`src/rtl/int_divider_iter_if.sv`:
```
// Operand/result bundle between the free-running divider and its surroundings.
// Protocol: no valid/ready; dvd/dvs are level inputs sampled once per operation,
// and rdy is a one-cycle strobe marking the cycle in which quo has just changed.
interface int_divider_iter_if #(
  parameter int WIDTH = 12
);
  logic [WIDTH-1:0] dvd;
  logic [WIDTH-1:0] dvs;
  logic [WIDTH-1:0] quo;
  logic             rdy;
  logic             dbg_run;

  modport master (
    output dvd,
    output dvs,
    input  quo,
    input  rdy,
    input  dbg_run
  );

  modport slave (
    input  dvd,
    input  dvs,
    output quo,
    output rdy,
    output dbg_run
  );
endinterface

```
`src/rtl/int_divider_iter.sv`:
```
// Free-running unsigned restoring divider: one quotient bit per clock, MSB first,
// result published with a one-cycle rdy strobe every WIDTH+1 cycles.
module int_divider_iter #(
  parameter int WIDTH = 12
) (
  input  logic               clk,
  input  logic               rst,
  int_divider_iter_if.slave  bus
);
  localparam int CW = $clog2(WIDTH);

  typedef enum logic {
    LOAD = 1'b0,
    RUN  = 1'b1
  } state_t;

  state_t           state_q;
  logic [CW-1:0]    cnt_q;
  logic [WIDTH-1:0] rem_q;
  logic [WIDTH-1:0] acc_q;
  logic [WIDTH-1:0] dvs_q;
  logic [WIDTH-1:0] quo_q;
  logic             rdy_q;

  logic [WIDTH:0]   rem_sh;
  logic             ge;
  logic [WIDTH-1:0] rem_d;
  logic [WIDTH-1:0] acc_d;

  // acc_q starts as the dividend; each step shifts its MSB into the remainder
  // and the new quotient bit into its LSB, so after WIDTH steps it is the quotient.
  // The stored remainder is always below the divisor, so WIDTH bits hold it.
  always_comb begin
    rem_sh = {rem_q, acc_q[WIDTH-1]};
    ge     = (rem_sh >= {1'b0, dvs_q});
    rem_d  = ge ? WIDTH'(rem_sh - {1'b0, dvs_q}) : rem_sh[WIDTH-1:0];
    acc_d  = {acc_q[WIDTH-2:0], ge};
  end

  always_ff @(posedge clk or posedge rst) begin
    if (rst) begin
      state_q <= LOAD;
      cnt_q   <= '0;
      rem_q   <= '0;
      acc_q   <= '0;
      dvs_q   <= '0;
      quo_q   <= '0;
      rdy_q   <= 1'b0;
    end else begin
      case (state_q)
        LOAD: begin
          acc_q   <= bus.dvd;
          dvs_q   <= bus.dvs;
          rem_q   <= '0;
          cnt_q   <= CW'(WIDTH - 1);
          rdy_q   <= 1'b0;
          state_q <= RUN;
        end
        RUN: begin
          rem_q <= rem_d;
          acc_q <= acc_d;
          cnt_q <= cnt_q - CW'(1);
          if (cnt_q == '0) begin
            quo_q   <= acc_d;
            rdy_q   <= 1'b1;
            state_q <= LOAD;
          end
        end
        default: state_q <= LOAD;
      endcase
    end
  end

  assign bus.quo     = quo_q;
  assign bus.rdy     = rdy_q;
  assign bus.dbg_run = (state_q == RUN);
endmodule

```
`src/flat_wrapper.sv`:
```
// flat-port wrapper written by rule: the top's interface ports become plain ports
module int_divider_iter_flat 
#(
  parameter int WIDTH = 12
)
  (clk, rst, bus_dvd, bus_dvs, bus_quo, bus_rdy, bus_dbg_run);
  int_divider_iter_if #(.WIDTH(WIDTH)) bus_i ();
  input  logic clk;
  input  logic rst;
  input wire logic [$bits(bus_i.dvd)-1:0] bus_dvd;
  input wire logic [$bits(bus_i.dvs)-1:0] bus_dvs;
  output wire logic [$bits(bus_i.quo)-1:0] bus_quo;
  output wire logic [$bits(bus_i.rdy)-1:0] bus_rdy;
  output wire logic [$bits(bus_i.dbg_run)-1:0] bus_dbg_run;
  assign bus_i.dvd = bus_dvd;
  assign bus_i.dvs = bus_dvs;
  assign bus_quo = bus_i.quo;
  assign bus_rdy = bus_i.rdy;
  assign bus_dbg_run = bus_i.dbg_run;
  int_divider_iter #(.WIDTH(WIDTH)) u_core (.clk(clk), .rst(rst), .bus(bus_i));
endmodule
```
`config.mk`:
```
export PLATFORM = sky130hd
export DESIGN_NAME = int_divider_iter_flat
export DESIGN_NICKNAME = d
export VERILOG_FILES = /design/src/rtl/int_divider_iter_if.sv /design/src/rtl/int_divider_iter.sv /design/src/flat_wrapper.sv
export SDC_FILE = /design/constraint.sdc
export NUM_CORES = 1
export LEC_CHECK = 0
export CAP_MARGIN = 15
export CORE_MARGIN = 2
export CORE_UTILIZATION = 24
export DETAILED_ROUTE_END_ITERATION = 6
export PLACE_DENSITY = 0.38
export SLEW_MARGIN = 20
export SYNTH_ARGS = -nofsm -noshare
export SYNTH_HDL_FRONTEND = slang
export SYNTH_SLANG_ARGS = --single-unit
```
`constraint.sdc`:
```
create_clock -name clk -period 2.7 [get_ports clk]
set_input_delay 0.27 -clock clk [delete_from_list [all_inputs] [get_ports clk]]
set_output_delay 0.27 -clock clk [all_outputs]
set_load 0.01 [all_outputs]
```
Word-level counts from Yosys, hierarchy flattened. Cells that the tools add are included.

Register bits after elaboration: 54. Input port bits: 26. Word-level logic and storage cells: 22.

Add/subtract/negate cells: 2. Magnitude comparators: 1. Equality and inequality tests: 1. Muxes and demuxes: 8. Bitwise gates (word level): 1. Reductions and logical operators: 2.

Operator list (count): case mux 12 bit (2 select lines) (2); greater-or-equal comparator 13 x 12 -> 1 bit (1); two-way mux 12 bit (1); subtractor 12 bit (1); case mux 4 bit (2 select lines) (1); zero test 4 bit (1); case mux 1 bit (2 select lines) (2); subtractor 4 x 1 -> 4 bit (second input constant) (1); two-way mux 1 bit (2); != test 2 bit (second input constant) (1); AND reduction 2 bit (1); inverter 1 bit (1).

Logic depth before layout (Yosys ltp). Gate-level depths: netlist of the first run.

Word-level depth: 3. Mapped depth: 10.

Worst setup path before layout of the first run. OpenSTA, ideal clock, no wires.

Kind: register -> register. From: register u_core.dvs_q[10]. To: register u_core.rem_q[1]. Library setup time: 131 ps. Data arrival time: 1991 ps. Required time: 2569 ps. Slack: 578 ps. Cell stages (with the launch flop): 11. Path buffers: 2. Period minus slack after synthesis: 2122 ps. Cells stage by stage: dfrtp_1 > inv_1 > ha_1 > a21o_1 > a211o_1 > a211oi_2 > a21bo_1 > buf_6 > buf_6 > nor2_1 > a211oi_2.

Longest elaborated chain between the ends: 3.

RTL lines: start: declaration (line int_divider_iter.sv:21) `logic [WIDTH-1:0] dvs_q;`; start signal: assignment (line int_divider_iter.sv:53) `dvs_q <= bus.dvs;`; greater-or-equal comparator 13 x 12 -> 1 bit (line int_divider_iter.sv:35) `ge = (rem_sh >= {1'b0, dvs_q});`; two-way mux 12 bit (line int_divider_iter.sv:36) `rem_d = ge ? WIDTH'(rem_sh - {1'b0, dvs_q}) : rem_sh[WIDTH-1:0];`; case mux 12 bit (2 select lines) (line int_divider_iter.sv:50) `case (state_q)`; end signal: assignment (line int_divider_iter.sv:60) `rem_q <= rem_d;`; end: declaration (line int_divider_iter.sv:19) `logic [WIDTH-1:0] rem_q;`.

Every way passes these cells. A chain may end at the register's enable or synchronous reset.

Final worst setup path of the first run.
From: register u_core.dvs_q[10]. To: register u_core.rem_q[10].

Longest elaborated chain between the ends: 3. Elaborated cells between the ends (all ways): 4. Classes of those cells: add/sub (1); order compare (1); mux (2).

RTL lines (line): subtractor 12 bit or greater-or-equal comparator 13 x 12 -> 1 bit (tied branches) (int_divider_iter.sv:36, int_divider_iter.sv:35); two-way mux 12 bit * (int_divider_iter.sv:36); case mux 12 bit (2 select lines) * (int_divider_iter.sv:50).

Mark *: on every way between the ends. The rest lies on a longest branch, timed or not.

==> impl_metrics.json, run 1 <==
{
  "drive_above_1_share": 0.164,
  "wl_mm": 5.78,
  "cts_tree": "yes",
  "synth_fa_ha_area_frac": 0.0684,
  "required_ps": 2880,
  "yosysWarningCount": 0,
  "yosys-top-cells-count": "54 x dfrtp_1, 23 x mux2_2, 20 x inv_1, 19 x nor2_1, 15 x nand2_1",
  "cp_max_fo": 5,
  "worst_slew_pin_slew_ps": 555,
  "ant_nets": 0,
  "post_cts_resized": 0,
  "start_util": 0.246,
  "peakVddDrop_mv": 0.271,
  "synth-edff-count": 0,
  "slowest_stage": "a21boi_1",
  "worst_ep_arrival_time_ps": 2570,
  "yosys.area_share.simple": 0.0904,
  "regToRegSetupSlack_ps": 310,
  "outcome": "completed",
  "synth-compound-area-share": 0.113,
  "ys_async_sr_fraction": 1.00,
  "gp_congestion": 0.744,
  "grt_overflow_total": 0,
  "hpwl_mm": 4.30,
  "syn-num-nets": 273,
  "dieHeight_um": 110,
  "insertion_delay_ps": 320,
  "yosysMostFrequentCell": "dfrtp_1",
  "worstPathCellList": "inv_1 -> ha_1 -> a21o_1 -> a211o_1 -> a211oi_2 -> a21boi_1 -> a2111o_1 -> o221ai_1",
  "critPathTopFamily": "compound AO/OA/AOI/OAI gates",
  "syn_area_per_cell_um2": 11.5,
  "io_pins": 40,
  "grt_max_degree": 24,
  "fin_crit_ps": 2390,
  "synthCells": 233,
  "post_cts.repair.setup_buffers": 0,
  "yosysSeqAreaShare": 0.506,
  "max_freq_mhz": 419,
  "drt_first_pass_iters": 4,
  "critPathCaptureType": "flop",
  "hold_buffers": 0,
  "holdWs_ps": 198,
  "grt_setup_unrepaired": "false",
  "synth.top_cell.area_share": 0.506,
  "ys.flop_type": "dfrtp_1",
  "slew_headroom": 0.629,
  "cts.sinks": 54,
  "synth_area_leaders": "dfrtp_1 51%, mux2_2 9.7%, ha_1 6.1%",
  "htreeDepth": 2,
  "setup_tns_ps": 0,
  "wl_per_cell_um": 13.7,
  "synth-seq-cells": 54,
  "cts_root_buf": "clkbuf_8",
  "avgViaCountPerCell": 4.38,
  "p_leak_nw": 1.57,
  "antenna_found_initial": 0,
  "drc": 0,
  "die_area_mm2": 0.0120,
  "synthXorXnorAreaFrac": 0.0230,
  "clockBufferDepth": 2,
  "grt_pass1_vias": 2043,
  "synth_top_family_by_area": "multiplexers",
  "cpPeakStageDelay_ps": 510,
  "drv_cap": 0,
  "synthMuxAreaShare": 0.155,
  "die_w_um": 110,
  "startpoint_type": "flop",
  "rows": 38,
  "power_density_mw_per_mm2": 842,
  "hold_path.class": "in2async",
  "synth_top_area_cell": "dfrtp_1",
  "vias": 1844,
  "ys_types": 44,
  "clk_pin_slew_ps": 110,
  "hold_viol_final": 0,
  "grt_pass1_wl_mm": 9.91,
  "dr.first_iter.drc_count": 35,
  "path_class": "reg2reg",
  "period_share": 0.885,
  "diodes": 0,
  "setup_violations": 0,
  "critPathBufInv": 1,
  "io_buffer_count": 39,
  "core_area_mm2": 0.0108,
  "areaGrowthSynthToFinish_pct": 25.6,
  "grtUsageTotal": 0.106,
  "syn_area_mm2": 0.00267,
  "cts_buffers": 5,
  "fin_nets": 320,
  "clock_skew_ps": 12.1,
  "slew_violations": 0
}
[report_power, final]
part | internal [mW] | switching (mW) | total (mW)
registers | 0.969 | 0.0849 | 1.05
clock network | 0.193 | 0.301 | 0.494
logic | 0.621 | 0.656 | 1.28
total | 1.78 | 1.04 | 2.83
[area by class of cell]
cell class / count / area [um2]
fill: 1133 / 7480
sequential: 54 / 1350
multi-input combinational: 152 / 1210
timing repair buffer: 47 / 450
tap: 140 / 175
inverter: 20 / 75.1
clock buffer: 5 / 68.8
clock inverter: 3 / 28.8
[worst paths after layout]
check                                  from                to  cells past startpoint
max in group asynchronous               rst   u_core.rem_q[8]                      3
min in group clk            u_core.cnt_q[0]   u_core.cnt_q[0]                      1
hold / removal                          rst   u_core.acc_q[6]                      2
setup reg to reg           u_core.dvs_q[10]  u_core.rem_q[10]                      8
hold reg to reg             u_core.cnt_q[0]   u_core.cnt_q[0]                      1
setup / recovery           u_core.dvs_q[10]  u_core.rem_q[10]                      8
[cells by family (layout without fill, tap and decap cells)]
family	count (synthesis)	after routing
adders and majority gates	14	14
AOI/OAI and AO/OA	42	42
muxes	37	37
buffers and inverters	27	75
DFF	54	54
xor gates and xnor gates	7	7
and+or+nand+nor	52	52
[per-layer routing]
layer / track usage / vias up / part of all wire
met1: 0.135 / 896 / 0.46
met5: 0 / - / 0
met2: 0.174 / 32 / 0.48
met4: 0.0325 / 0 / 0.011
met3: 0.0302 / 7 / 0.048
li1: - / 909 / -
[flip-flops by register name (all words and copies together), names as in the netlist]
signal              flops
u_core.acc_q           12
u_core.bus.quo         12
u_core.dvs_q           12
u_core.rem_q           12
u_core.cnt_q            4
u_core.bus.dbg_run      1
u_core.bus.rdy          1
[metrics by stage]
stage / instance area, um2 / total power, mW / std cells / utilization / worst slack, ps
2_1_floorplan: 2670 / 2.02 / 233 / - / 578
4_1_cts: 3360 / 2.88 / 421 / 0.310 / 270
3_5_place_dp: 3260 / 2.35 / 413 / 0.301 / 294
3_3_place_gp: 3260 / 2.38 / 413 / 0.301 / 273
6_report: 3360 / 2.83 / 421 / 0.310 / 312
5_1_grt: 3360 / 3.07 / 421 / 0.310 / 157
[cells in the final DEF (no fill, tap or decap), drive strengths merged, types with 3 or more instances in the layout]
master,n
a211oi,3
nand2,15
o22ai,3
buf,8
dfrtp,54
xnor2,5
a21oi,13
clkdlybuf4s50,39
o21a,4
mux2,34
ha,13
nor3,7
clkbuf,5
inv,21
nor2,19
mux2i,3
o21ai,3
Power figures use the tool's default switching activity.
==> run 2: changes to the inputs <==
--- a/config.mk
+++ b/config.mk
@@ -5,7 +5,6 @@
 export SDC_FILE = /design/constraint.sdc
 export NUM_CORES = 1
 export LEC_CHECK = 0
-export CAP_MARGIN = 15
 export CORE_MARGIN = 2
 export CORE_UTILIZATION = 24
 export DETAILED_ROUTE_END_ITERATION = 6
==> results of run 2 <==
Same layout as run 1: the final DEF is identical, and so are final timing and power.
==> run 3: changes to the inputs <==
--- a/config.mk
+++ b/config.mk
@@ -9,6 +9,7 @@
 export CORE_UTILIZATION = 24
 export DETAILED_ROUTE_END_ITERATION = 6
 export PLACE_DENSITY = 0.38
+export SKIP_LAST_GASP = 1
 export SLEW_MARGIN = 20
 export SYNTH_ARGS = -nofsm -noshare
 export SYNTH_HDL_FRONTEND = slang
==> results of run 3 <==
Same layout as run 1: the final DEF is identical, and so are final timing and power.
